==> src/rtl/pipeline_pkg.sv <==
// Shared pipeline definitions: widths, EX control bundle and the ID/EX register image.
package pipeline_pkg;
   localparam int DATA_W  = 32;
   localparam int REG_W   = 5;
   localparam int ALUOP_W = 4;

   typedef struct packed {
      logic               reg_write;
      logic               mem_read;
      logic               mem_write;
      logic               mem_to_reg;
      logic               alu_src;
      logic [ALUOP_W-1:0] alu_op;
   } ex_ctrl_t;

   localparam ex_ctrl_t BUBBLE_CTRL = '0;

   typedef struct packed {
      logic              valid;
      ex_ctrl_t          ctrl;
      logic [REG_W-1:0]  src1;
      logic [REG_W-1:0]  src2;
      logic [REG_W-1:0]  dest;
      logic [DATA_W-1:0] rdata1;
      logic [DATA_W-1:0] rdata2;
      logic [DATA_W-1:0] imm;
   } idex_t;

   // Register $0 is hardwired, so a WB write to it must never be forwarded.
   function automatic logic [DATA_W-1:0] wb_bypass(input logic              wb_we,
                                                   input logic [REG_W-1:0]  wb_dest,
                                                   input logic [DATA_W-1:0] wb_data,
                                                   input logic [REG_W-1:0]  src,
                                                   input logic [DATA_W-1:0] rdata);
      return (wb_we && wb_dest != '0 && wb_dest == src) ? wb_data : rdata;
   endfunction
endpackage

==> src/rtl/idex_stage_if.sv <==
// ID-side, WB-bypass and ID/EX output bundle of the ID/EX stage.
interface idex_stage_if #(parameter int CNT_W = 16);
   import pipeline_pkg::*;

   logic               id_valid;
   logic [REG_W-1:0]   id_src1, id_src2, id_dest;
   logic               id_uses_src1, id_uses_src2, id_uses_dest;
   logic [DATA_W-1:0]  id_rdata1, id_rdata2, id_imm;
   logic               id_reg_write, id_mem_read, id_mem_write, id_mem_to_reg, id_alu_src;
   logic [ALUOP_W-1:0] id_alu_op;
   logic               wb_reg_write;
   logic [REG_W-1:0]   wb_dest;
   logic [DATA_W-1:0]  wb_data;
   logic               flush, ex_hold;

   logic               idex_valid, idex_reg_write, idex_mem_read, idex_mem_write;
   logic               idex_mem_to_reg, idex_alu_src;
   logic [ALUOP_W-1:0] idex_alu_op;
   logic [REG_W-1:0]   idex_src1, idex_src2, idex_dest;
   logic [DATA_W-1:0]  idex_rdata1, idex_rdata2, idex_imm;
   logic               pc_write, ifid_write;
   logic [CNT_W-1:0]   stall_count;

   modport master (
      output id_valid, id_src1, id_src2, id_dest, id_uses_src1, id_uses_src2, id_uses_dest,
             id_rdata1, id_rdata2, id_imm, id_reg_write, id_mem_read, id_mem_write,
             id_mem_to_reg, id_alu_src, id_alu_op, wb_reg_write, wb_dest, wb_data,
             flush, ex_hold,
      input  idex_valid, idex_reg_write, idex_mem_read, idex_mem_write, idex_mem_to_reg,
             idex_alu_src, idex_alu_op, idex_src1, idex_src2, idex_dest, idex_rdata1,
             idex_rdata2, idex_imm, pc_write, ifid_write, stall_count
   );

   modport slave (
      input  id_valid, id_src1, id_src2, id_dest, id_uses_src1, id_uses_src2, id_uses_dest,
             id_rdata1, id_rdata2, id_imm, id_reg_write, id_mem_read, id_mem_write,
             id_mem_to_reg, id_alu_src, id_alu_op, wb_reg_write, wb_dest, wb_data,
             flush, ex_hold,
      output idex_valid, idex_reg_write, idex_mem_read, idex_mem_write, idex_mem_to_reg,
             idex_alu_src, idex_alu_op, idex_src1, idex_src2, idex_dest, idex_rdata1,
             idex_rdata2, idex_imm, pc_write, ifid_write, stall_count
   );
endinterface

==> src/rtl/idex_stage_hazard_detect.sv <==
// Load-use detection against the instruction in ID/EX, and the flush/hold/stall priority decode.
module hazard_detect
   import pipeline_pkg::*;
(
   input  logic             idex_valid,
   input  logic             idex_mem_read,
   input  logic [REG_W-1:0] idex_dest,
   input  logic             id_valid,
   input  logic [REG_W-1:0] id_src1,
   input  logic [REG_W-1:0] id_src2,
   input  logic [REG_W-1:0] id_dest,
   input  logic             id_uses_src1,
   input  logic             id_uses_src2,
   input  logic             id_uses_dest,
   input  logic             flush,
   input  logic             ex_hold,
   output logic             pc_write,
   output logic             ifid_write,
   output logic             insert_bubble,
   output logic             hold,
   output logic             stall_inc
);
   logic load_use;

   assign load_use = idex_valid && idex_mem_read && (idex_dest != '0) && id_valid &&
                     ((id_uses_src1 && id_src1 == idex_dest) ||
                      (id_uses_src2 && id_src2 == idex_dest) ||
                      (id_uses_dest && id_dest == idex_dest));

   // Flush beats everything: IF/ID squashes itself, so the front end keeps moving.
   always_comb begin
      pc_write      = 1'b1;
      ifid_write    = 1'b1;
      insert_bubble = 1'b0;
      hold          = 1'b0;
      stall_inc     = 1'b0;
      if (flush) begin
         insert_bubble = 1'b1;
      end else if (ex_hold) begin
         hold       = 1'b1;
         pc_write   = 1'b0;
         ifid_write = 1'b0;
      end else if (load_use) begin
         insert_bubble = 1'b1;
         pc_write      = 1'b0;
         ifid_write    = 1'b0;
         stall_inc     = 1'b1;
      end
   end
endmodule

==> src/rtl/idex_stage.sv <==
// ID/EX pipeline register with WB-to-ID bypass, load-use bubble insertion and a saturating stall counter.
module idex_stage
   import pipeline_pkg::*;
#(
   parameter int CNT_W = 16
) (
   input  logic        clk,
   input  logic        reset,
   idex_stage_if.slave bus
);
   idex_t            idex_q, idex_d;
   logic [CNT_W-1:0] stall_count_q, stall_count_d;
   logic             insert_bubble, hold, stall_inc;

   hazard_detect u_hazard (
      .idex_valid    (idex_q.valid),
      .idex_mem_read (idex_q.ctrl.mem_read),
      .idex_dest     (idex_q.dest),
      .id_valid      (bus.id_valid),
      .id_src1       (bus.id_src1),
      .id_src2       (bus.id_src2),
      .id_dest       (bus.id_dest),
      .id_uses_src1  (bus.id_uses_src1),
      .id_uses_src2  (bus.id_uses_src2),
      .id_uses_dest  (bus.id_uses_dest),
      .flush         (bus.flush),
      .ex_hold       (bus.ex_hold),
      .pc_write      (bus.pc_write),
      .ifid_write    (bus.ifid_write),
      .insert_bubble (insert_bubble),
      .hold          (hold),
      .stall_inc     (stall_inc)
   );

   always_comb begin
      idex_d        = idex_q;
      stall_count_d = stall_count_q;
      if (insert_bubble) begin
         idex_d      = '0;
         idex_d.ctrl = BUBBLE_CTRL;
      end else if (!hold) begin
         // Side-effecting controls are gated so an empty ID slot cannot write anything.
         idex_d.valid           = bus.id_valid;
         idex_d.ctrl.reg_write  = bus.id_reg_write & bus.id_valid;
         idex_d.ctrl.mem_read   = bus.id_mem_read  & bus.id_valid;
         idex_d.ctrl.mem_write  = bus.id_mem_write & bus.id_valid;
         idex_d.ctrl.mem_to_reg = bus.id_mem_to_reg;
         idex_d.ctrl.alu_src    = bus.id_alu_src;
         idex_d.ctrl.alu_op     = bus.id_alu_op;
         idex_d.src1            = bus.id_src1;
         idex_d.src2            = bus.id_src2;
         idex_d.dest            = bus.id_dest;
         idex_d.rdata1 = wb_bypass(bus.wb_reg_write, bus.wb_dest, bus.wb_data, bus.id_src1, bus.id_rdata1);
         idex_d.rdata2 = wb_bypass(bus.wb_reg_write, bus.wb_dest, bus.wb_data, bus.id_src2, bus.id_rdata2);
         idex_d.imm             = bus.id_imm;
      end
      if (stall_inc && stall_count_q != '1)
         stall_count_d = stall_count_q + CNT_W'(1);
   end

   always_ff @(posedge clk) begin
      if (reset) begin
         idex_q        <= '0;
         stall_count_q <= '0;
      end else begin
         idex_q        <= idex_d;
         stall_count_q <= stall_count_d;
      end
   end

   assign bus.idex_valid      = idex_q.valid;
   assign bus.idex_reg_write  = idex_q.ctrl.reg_write;
   assign bus.idex_mem_read   = idex_q.ctrl.mem_read;
   assign bus.idex_mem_write  = idex_q.ctrl.mem_write;
   assign bus.idex_mem_to_reg = idex_q.ctrl.mem_to_reg;
   assign bus.idex_alu_src    = idex_q.ctrl.alu_src;
   assign bus.idex_alu_op     = idex_q.ctrl.alu_op;
   assign bus.idex_src1       = idex_q.src1;
   assign bus.idex_src2       = idex_q.src2;
   assign bus.idex_dest       = idex_q.dest;
   assign bus.idex_rdata1     = idex_q.rdata1;
   assign bus.idex_rdata2     = idex_q.rdata2;
   assign bus.idex_imm        = idex_q.imm;
   assign bus.stall_count     = stall_count_q;
endmodule

==> src/flat_wrapper.sv <==
// flat-port wrapper written by rule: the top's interface ports become plain ports
module idex_stage_flat import pipeline_pkg::*;
#(
   parameter int CNT_W = 16
)
  (clk, reset, bus_id_valid, bus_id_src1, bus_id_src2, bus_id_dest, bus_id_uses_src1, bus_id_uses_src2, bus_id_uses_dest, bus_id_rdata1, bus_id_rdata2, bus_id_imm, bus_id_reg_write, bus_id_mem_read, bus_id_mem_write, bus_id_mem_to_reg, bus_id_alu_src, bus_id_alu_op, bus_wb_reg_write, bus_wb_dest, bus_wb_data, bus_flush, bus_ex_hold, bus_idex_valid, bus_idex_reg_write, bus_idex_mem_read, bus_idex_mem_write, bus_idex_mem_to_reg, bus_idex_alu_src, bus_idex_alu_op, bus_idex_src1, bus_idex_src2, bus_idex_dest, bus_idex_rdata1, bus_idex_rdata2, bus_idex_imm, bus_pc_write, bus_ifid_write, bus_stall_count);
  idex_stage_if #(.CNT_W(CNT_W)) bus_i ();
  input  logic clk;
  input  logic reset;
  input wire logic [$bits(bus_i.id_valid)-1:0] bus_id_valid;
  input wire logic [$bits(bus_i.id_src1)-1:0] bus_id_src1;
  input wire logic [$bits(bus_i.id_src2)-1:0] bus_id_src2;
  input wire logic [$bits(bus_i.id_dest)-1:0] bus_id_dest;
  input wire logic [$bits(bus_i.id_uses_src1)-1:0] bus_id_uses_src1;
  input wire logic [$bits(bus_i.id_uses_src2)-1:0] bus_id_uses_src2;
  input wire logic [$bits(bus_i.id_uses_dest)-1:0] bus_id_uses_dest;
  input wire logic [$bits(bus_i.id_rdata1)-1:0] bus_id_rdata1;
  input wire logic [$bits(bus_i.id_rdata2)-1:0] bus_id_rdata2;
  input wire logic [$bits(bus_i.id_imm)-1:0] bus_id_imm;
  input wire logic [$bits(bus_i.id_reg_write)-1:0] bus_id_reg_write;
  input wire logic [$bits(bus_i.id_mem_read)-1:0] bus_id_mem_read;
  input wire logic [$bits(bus_i.id_mem_write)-1:0] bus_id_mem_write;
  input wire logic [$bits(bus_i.id_mem_to_reg)-1:0] bus_id_mem_to_reg;
  input wire logic [$bits(bus_i.id_alu_src)-1:0] bus_id_alu_src;
  input wire logic [$bits(bus_i.id_alu_op)-1:0] bus_id_alu_op;
  input wire logic [$bits(bus_i.wb_reg_write)-1:0] bus_wb_reg_write;
  input wire logic [$bits(bus_i.wb_dest)-1:0] bus_wb_dest;
  input wire logic [$bits(bus_i.wb_data)-1:0] bus_wb_data;
  input wire logic [$bits(bus_i.flush)-1:0] bus_flush;
  input wire logic [$bits(bus_i.ex_hold)-1:0] bus_ex_hold;
  output wire logic [$bits(bus_i.idex_valid)-1:0] bus_idex_valid;
  output wire logic [$bits(bus_i.idex_reg_write)-1:0] bus_idex_reg_write;
  output wire logic [$bits(bus_i.idex_mem_read)-1:0] bus_idex_mem_read;
  output wire logic [$bits(bus_i.idex_mem_write)-1:0] bus_idex_mem_write;
  output wire logic [$bits(bus_i.idex_mem_to_reg)-1:0] bus_idex_mem_to_reg;
  output wire logic [$bits(bus_i.idex_alu_src)-1:0] bus_idex_alu_src;
  output wire logic [$bits(bus_i.idex_alu_op)-1:0] bus_idex_alu_op;
  output wire logic [$bits(bus_i.idex_src1)-1:0] bus_idex_src1;
  output wire logic [$bits(bus_i.idex_src2)-1:0] bus_idex_src2;
  output wire logic [$bits(bus_i.idex_dest)-1:0] bus_idex_dest;
  output wire logic [$bits(bus_i.idex_rdata1)-1:0] bus_idex_rdata1;
  output wire logic [$bits(bus_i.idex_rdata2)-1:0] bus_idex_rdata2;
  output wire logic [$bits(bus_i.idex_imm)-1:0] bus_idex_imm;
  output wire logic [$bits(bus_i.pc_write)-1:0] bus_pc_write;
  output wire logic [$bits(bus_i.ifid_write)-1:0] bus_ifid_write;
  output wire logic [$bits(bus_i.stall_count)-1:0] bus_stall_count;
  assign bus_i.id_valid = bus_id_valid;
  assign bus_i.id_src1 = bus_id_src1;
  assign bus_i.id_src2 = bus_id_src2;
  assign bus_i.id_dest = bus_id_dest;
  assign bus_i.id_uses_src1 = bus_id_uses_src1;
  assign bus_i.id_uses_src2 = bus_id_uses_src2;
  assign bus_i.id_uses_dest = bus_id_uses_dest;
  assign bus_i.id_rdata1 = bus_id_rdata1;
  assign bus_i.id_rdata2 = bus_id_rdata2;
  assign bus_i.id_imm = bus_id_imm;
  assign bus_i.id_reg_write = bus_id_reg_write;
  assign bus_i.id_mem_read = bus_id_mem_read;
  assign bus_i.id_mem_write = bus_id_mem_write;
  assign bus_i.id_mem_to_reg = bus_id_mem_to_reg;
  assign bus_i.id_alu_src = bus_id_alu_src;
  assign bus_i.id_alu_op = bus_id_alu_op;
  assign bus_i.wb_reg_write = bus_wb_reg_write;
  assign bus_i.wb_dest = bus_wb_dest;
  assign bus_i.wb_data = bus_wb_data;
  assign bus_i.flush = bus_flush;
  assign bus_i.ex_hold = bus_ex_hold;
  assign bus_idex_valid = bus_i.idex_valid;
  assign bus_idex_reg_write = bus_i.idex_reg_write;
  assign bus_idex_mem_read = bus_i.idex_mem_read;
  assign bus_idex_mem_write = bus_i.idex_mem_write;
  assign bus_idex_mem_to_reg = bus_i.idex_mem_to_reg;
  assign bus_idex_alu_src = bus_i.idex_alu_src;
  assign bus_idex_alu_op = bus_i.idex_alu_op;
  assign bus_idex_src1 = bus_i.idex_src1;
  assign bus_idex_src2 = bus_i.idex_src2;
  assign bus_idex_dest = bus_i.idex_dest;
  assign bus_idex_rdata1 = bus_i.idex_rdata1;
  assign bus_idex_rdata2 = bus_i.idex_rdata2;
  assign bus_idex_imm = bus_i.idex_imm;
  assign bus_pc_write = bus_i.pc_write;
  assign bus_ifid_write = bus_i.ifid_write;
  assign bus_stall_count = bus_i.stall_count;
  idex_stage #(.CNT_W(CNT_W)) u_core (.clk(clk), .reset(reset), .bus(bus_i));
endmodule
==> config.mk <==
export PLATFORM = sky130hd
export DESIGN_NAME = idex_stage_flat
export DESIGN_NICKNAME = d
export VERILOG_FILES = /design/src/rtl/pipeline_pkg.sv /design/src/rtl/idex_stage_if.sv /design/src/rtl/idex_stage_hazard_detect.sv /design/src/rtl/idex_stage.sv /design/src/flat_wrapper.sv
export SDC_FILE = /design/constraint.sdc
export NUM_CORES = 1
export LEC_CHECK = 0
export CAP_MARGIN = 40
export CORE_ASPECT_RATIO = 0.7
export CORE_MARGIN = 3
export CORE_UTILIZATION = 30
export DETAILED_ROUTE_END_ITERATION = 10
export GPL_ROUTABILITY_DRIVEN = 0
export PLACE_DENSITY_LB_ADDON = 0.1
export SETUP_SLACK_MARGIN = 0.2
export SKIP_LAST_GASP = 1
export SLEW_MARGIN = 20
export SYNTH_ARGS = -nofsm -noshare
export SYNTH_HDL_FRONTEND = slang
export SYNTH_HIERARCHICAL = 1
export SYNTH_SLANG_ARGS = --single-unit
export TNS_END_PERCENT = 100
==> constraint.sdc <==
create_clock -name clk -period 3.5 [get_ports clk]
set_input_delay 0.525 -clock clk [delete_from_list [all_inputs] [get_ports clk]]
set_output_delay 0.525 -clock clk [all_outputs]
set_load 0.005 [all_outputs]
==> impl_metrics.toml <==
[outcome]
status = "finished, final reports clean"

[drt]
post-route-drc-count = 0
routed_wl_um = 26000
vias = 6766
ant_nets = 0
first_pass_iters = 5
initialDrtViolationCount = 464
post_drt_wl_per_cell_um = 20.7
viasPerCell = 5.38

[cells_and_area]
fin_area_sq_um = 10300
area_growth_pct = 61.5
multiInputGateArea_sq_um = 3360
fillers = 1892
drive_gt1_share_pct = 6.78
antennaDiodeCount = 0
layout.nets = 1142
regArea_sq_um = 2740

[critical_path]
cp.arrival_ps = 2470
critPathLaunch = "bus_id_dest[4]"
rr_startpoint = "u_core/bus.idex_dest[1]"
end_kind = "primary output"
cp-start-kind = "input pin"
worstSetupEndpoint = "bus_pc_write"
reg2reg_depth = 9
crit_top_cell = "clkdlybuf4s50_1"
critical-path-slowest-cell = "clkdlybuf4s50_1"
r2r-end = "u_core/bus.stall_count[9]"
cp_cell_sequence = "clkdlybuf4s50_1 > xor2_1 > nor4_1 > and3_1 > o41ai_2 > clkdlybuf4s50_1"
reg2reg_slack_ps = 650
cp_max_fo = 2
critical_path_class = "in -> out"
worstPathRequired_ps = 2970
cp_slowest_stage_delay_ps = 570

[pwr]
seq_power_share_pct = 37.3
ir_drop_v = 0.000285
clock_power_share_pct = 45.5
cellLeakagePower_uw = 0.00355
combPwrFrac_pct = 17.2
p_sw_share_pct = 27.1
p_sw_uw = 1200
intPower_uw = 3240
power-per-cell-area_nw_per_um2 = 431

[yosys]
netlist.area_leader.share_pct = 43.0
ys_seq_area_share_pct = 43.0
syn_area_sq_um = 6380
synth-xor-area-share_pct = 3.84
synth.distinct_cells = 40
synth-seq-cells = 137
synth_cells = 714
synthAdderAreaFrac_pct = 0.196
yosysTopAreaCell = "dfxtp_1"
synth_simple_gate_area_share_pct = 9.87
synth-compound-area-share_pct = 28.9
muxShareOfSynthArea_pct = 8.98
synth_top_family_by_area = "compound AO/OA/AOI/OAI gates"
postSynthAreaPerCell_sq_um = 8.93
yosys_warnings = 6
syn_nets = 881
synthTopCellsByArea = "dfxtp_1 (43%), mux2i_1 (8.6%), o31ai_1 (7.9%), a41oi_1 (7.8%), o21ai_0 (5.4%)"

[grt]
grt_max_degree = 116
antenna_found_initial = 1
grt_overflow = 0
grt_usage_pct = 21.5
grt_pass1_vias = 6549
grt_pass1_wl_um = 39000

[clocking]
ctsResizeCount = 0
postCtsHoldBufs = 0
htree_levels = 4
cts_tree = "done"
cts_buffer_depth = 2
clk_pin_slew_ps = 70
cts-root-buf = "clkbuf_16"
clock_latency_ps = 430
postCtsSetupRepairBufs = 0
numCtsBuffers = 17
clock-sinks = 137

[floorplan]
die_width_um = 180
io_pins = 305
initial_core_util_pct = 31.4
design.core.area_sq_um = 20300
rows = 43
die_h_um = 128
die-area_sq_um = 23100

[sta]
relSlewSlack_pct = 41.5
rsz0062_at_grt = "no"
fmax_mhz = 334
layout_min_cycle_time_ps = 3000
post-route-period-util_pct = 85.6
finalSetupViolCount = 0
hold_viol = 0
fin_skew_ps = 10.9
setup_tns_ps = 0
worst_slew_pin_slew_ps = 878
drv_slew = 0

[placed_design]
place_hpwl_um = 17600
place_area_sq_um = 9650
portBuffers = 304

[job]
cap_violations = 0

[min_path]
hold_path_class = "reg -> reg"
[power by group through the flow]
stage / Combinational, uW / Clock, uW / Sequential, uW
2_1_floorplan: 302 / 0 / 1690
3_3_place_gp: 759 / 0 / 1690
3_5_place_dp: 758 / 0 / 1690
4_1_cts: 762 / 2060 / 1660
5_1_grt: 816 / 2130 / 1660
6_report: 763 / 2020 / 1660
[cell families after synthesis]
family | count (synthesis)
adders and majority gates | 1
AOI/OAI and AO/OA | 279
and+or+nand+nor | 130
DFF | 137
xor gates and xnor gates | 28
muxes | 57
buffers and inverters | 82
[Yosys cell counts (all sizes together)]
master	count
or4	5
clkbuf	59
o211ai	1
buf	19
nor2b	4
and4	3
xor2	17
or3	5
o2111ai	1
o21a	1
nand2	7
nor4	4
a22oi	3
or2	3
nand3	5
a211oi	1
nor2	69
or2b	1
dfxtp	137
mux2	2
xnor2	11
nor3	5
inv	4
nand4	13
o21bai	1
o31ai	67
o21ai	70
ha	1
or3b	1
a41oi	57
a31oi	7
and3	5
a21oi	67
o41ai	2
a2111oi	1
mux2i	55
[worst max-delay path, delay by kind of cell]
family,cells,cell delay [ps]
and+or+nand+nor,2,270
AOI/OAI and AO/OA,1,400
buffers and inverters,2,1100
xor gates and xnor gates,1,190
[final cells by class]
| cell class | instances | area share (%) |
|---|---|---|
| Sequential cell | 137 | 26.6 |
| Multi-Input combinational cell | 495 | 32.6 |
| Clock buffer | 17 | 4.13 |
| Tap cell | 270 | 3.28 |
| Clock inverter | 15 | 2.17 |
| Inverter | 4 | 0.146 |
| Timing Repair Buffer | 320 | 31.1 |
[cell usage in the layout, fill, tap and decap left out, drive strengths merged, types with 2 or more instances in the layout]
cell type,n
nor2,69
and3,5
xnor2,11
inv,13
dfxtp,137
a31oi,7
or4,5
nor2b,4
or2,3
nor4,4
clkinv,2
o41ai,2
or3,5
clkdlybuf4s50,304
mux2,2
nor3,5
nand2,7
buf,16
mux2i,55
nand4,13
xor2,17
o31ai,67
nand3,5
a21oi,67
o21ai,70
a41oi,57
bufinv,4
and4,3
a22oi,3
clkbuf,17
[worst min path at each step]
stage | from | slack [ps] | cells past startpoint | to
6_report | u_core/bus.idex_imm[30] | 500 | 2 | u_core/bus.idex_imm[30]
5_1_grt | u_core/bus.idex_src1[0] | 530 | 2 | u_core/bus.idex_src1[0]
4_1_cts | u_core/bus.idex_imm[19] | 500 | 2 | u_core/bus.idex_imm[19]
3_5_place_dp | u_core/bus.idex_imm[1] | 490 | 2 | u_core/bus.idex_imm[1]
3_3_place_gp | u_core/bus.idex_imm[26] | 480 | 2 | u_core/bus.idex_imm[26]
2_1_floorplan | u_core/bus.idex_alu_op[0] | 490 | 2 | u_core/bus.idex_alu_op[0]
[per-layer routing]
layer,up-vias,global-route usage [%],share of wire (%)
met3,34,7.69,9.1
met4,2,6.63,1.8
met2,272,31.7,43
met1,3214,29.5,46
li1,3244,-,-
met5,-,0,0.050
[stage by stage]
step | std cells | power (uW) | hold slack [ps] | setup slack, ps | util, %
after floorplan | 714 | 2000 | 488 | 829 | -
after global placement | 1226 | 2450 | 476 | 191 | 47.4
after detailed placement | 1226 | 2450 | 485 | 156 | 47.5
after CTS | 1258 | 4480 | 502 | 496 | 50.7
after global routing | 1258 | 4610 | 528 | 386 | 50.7
final | 1258 | 4440 | 496 | 502 | 50.7
No activity file was read; power rests on OpenSTA's default activity.
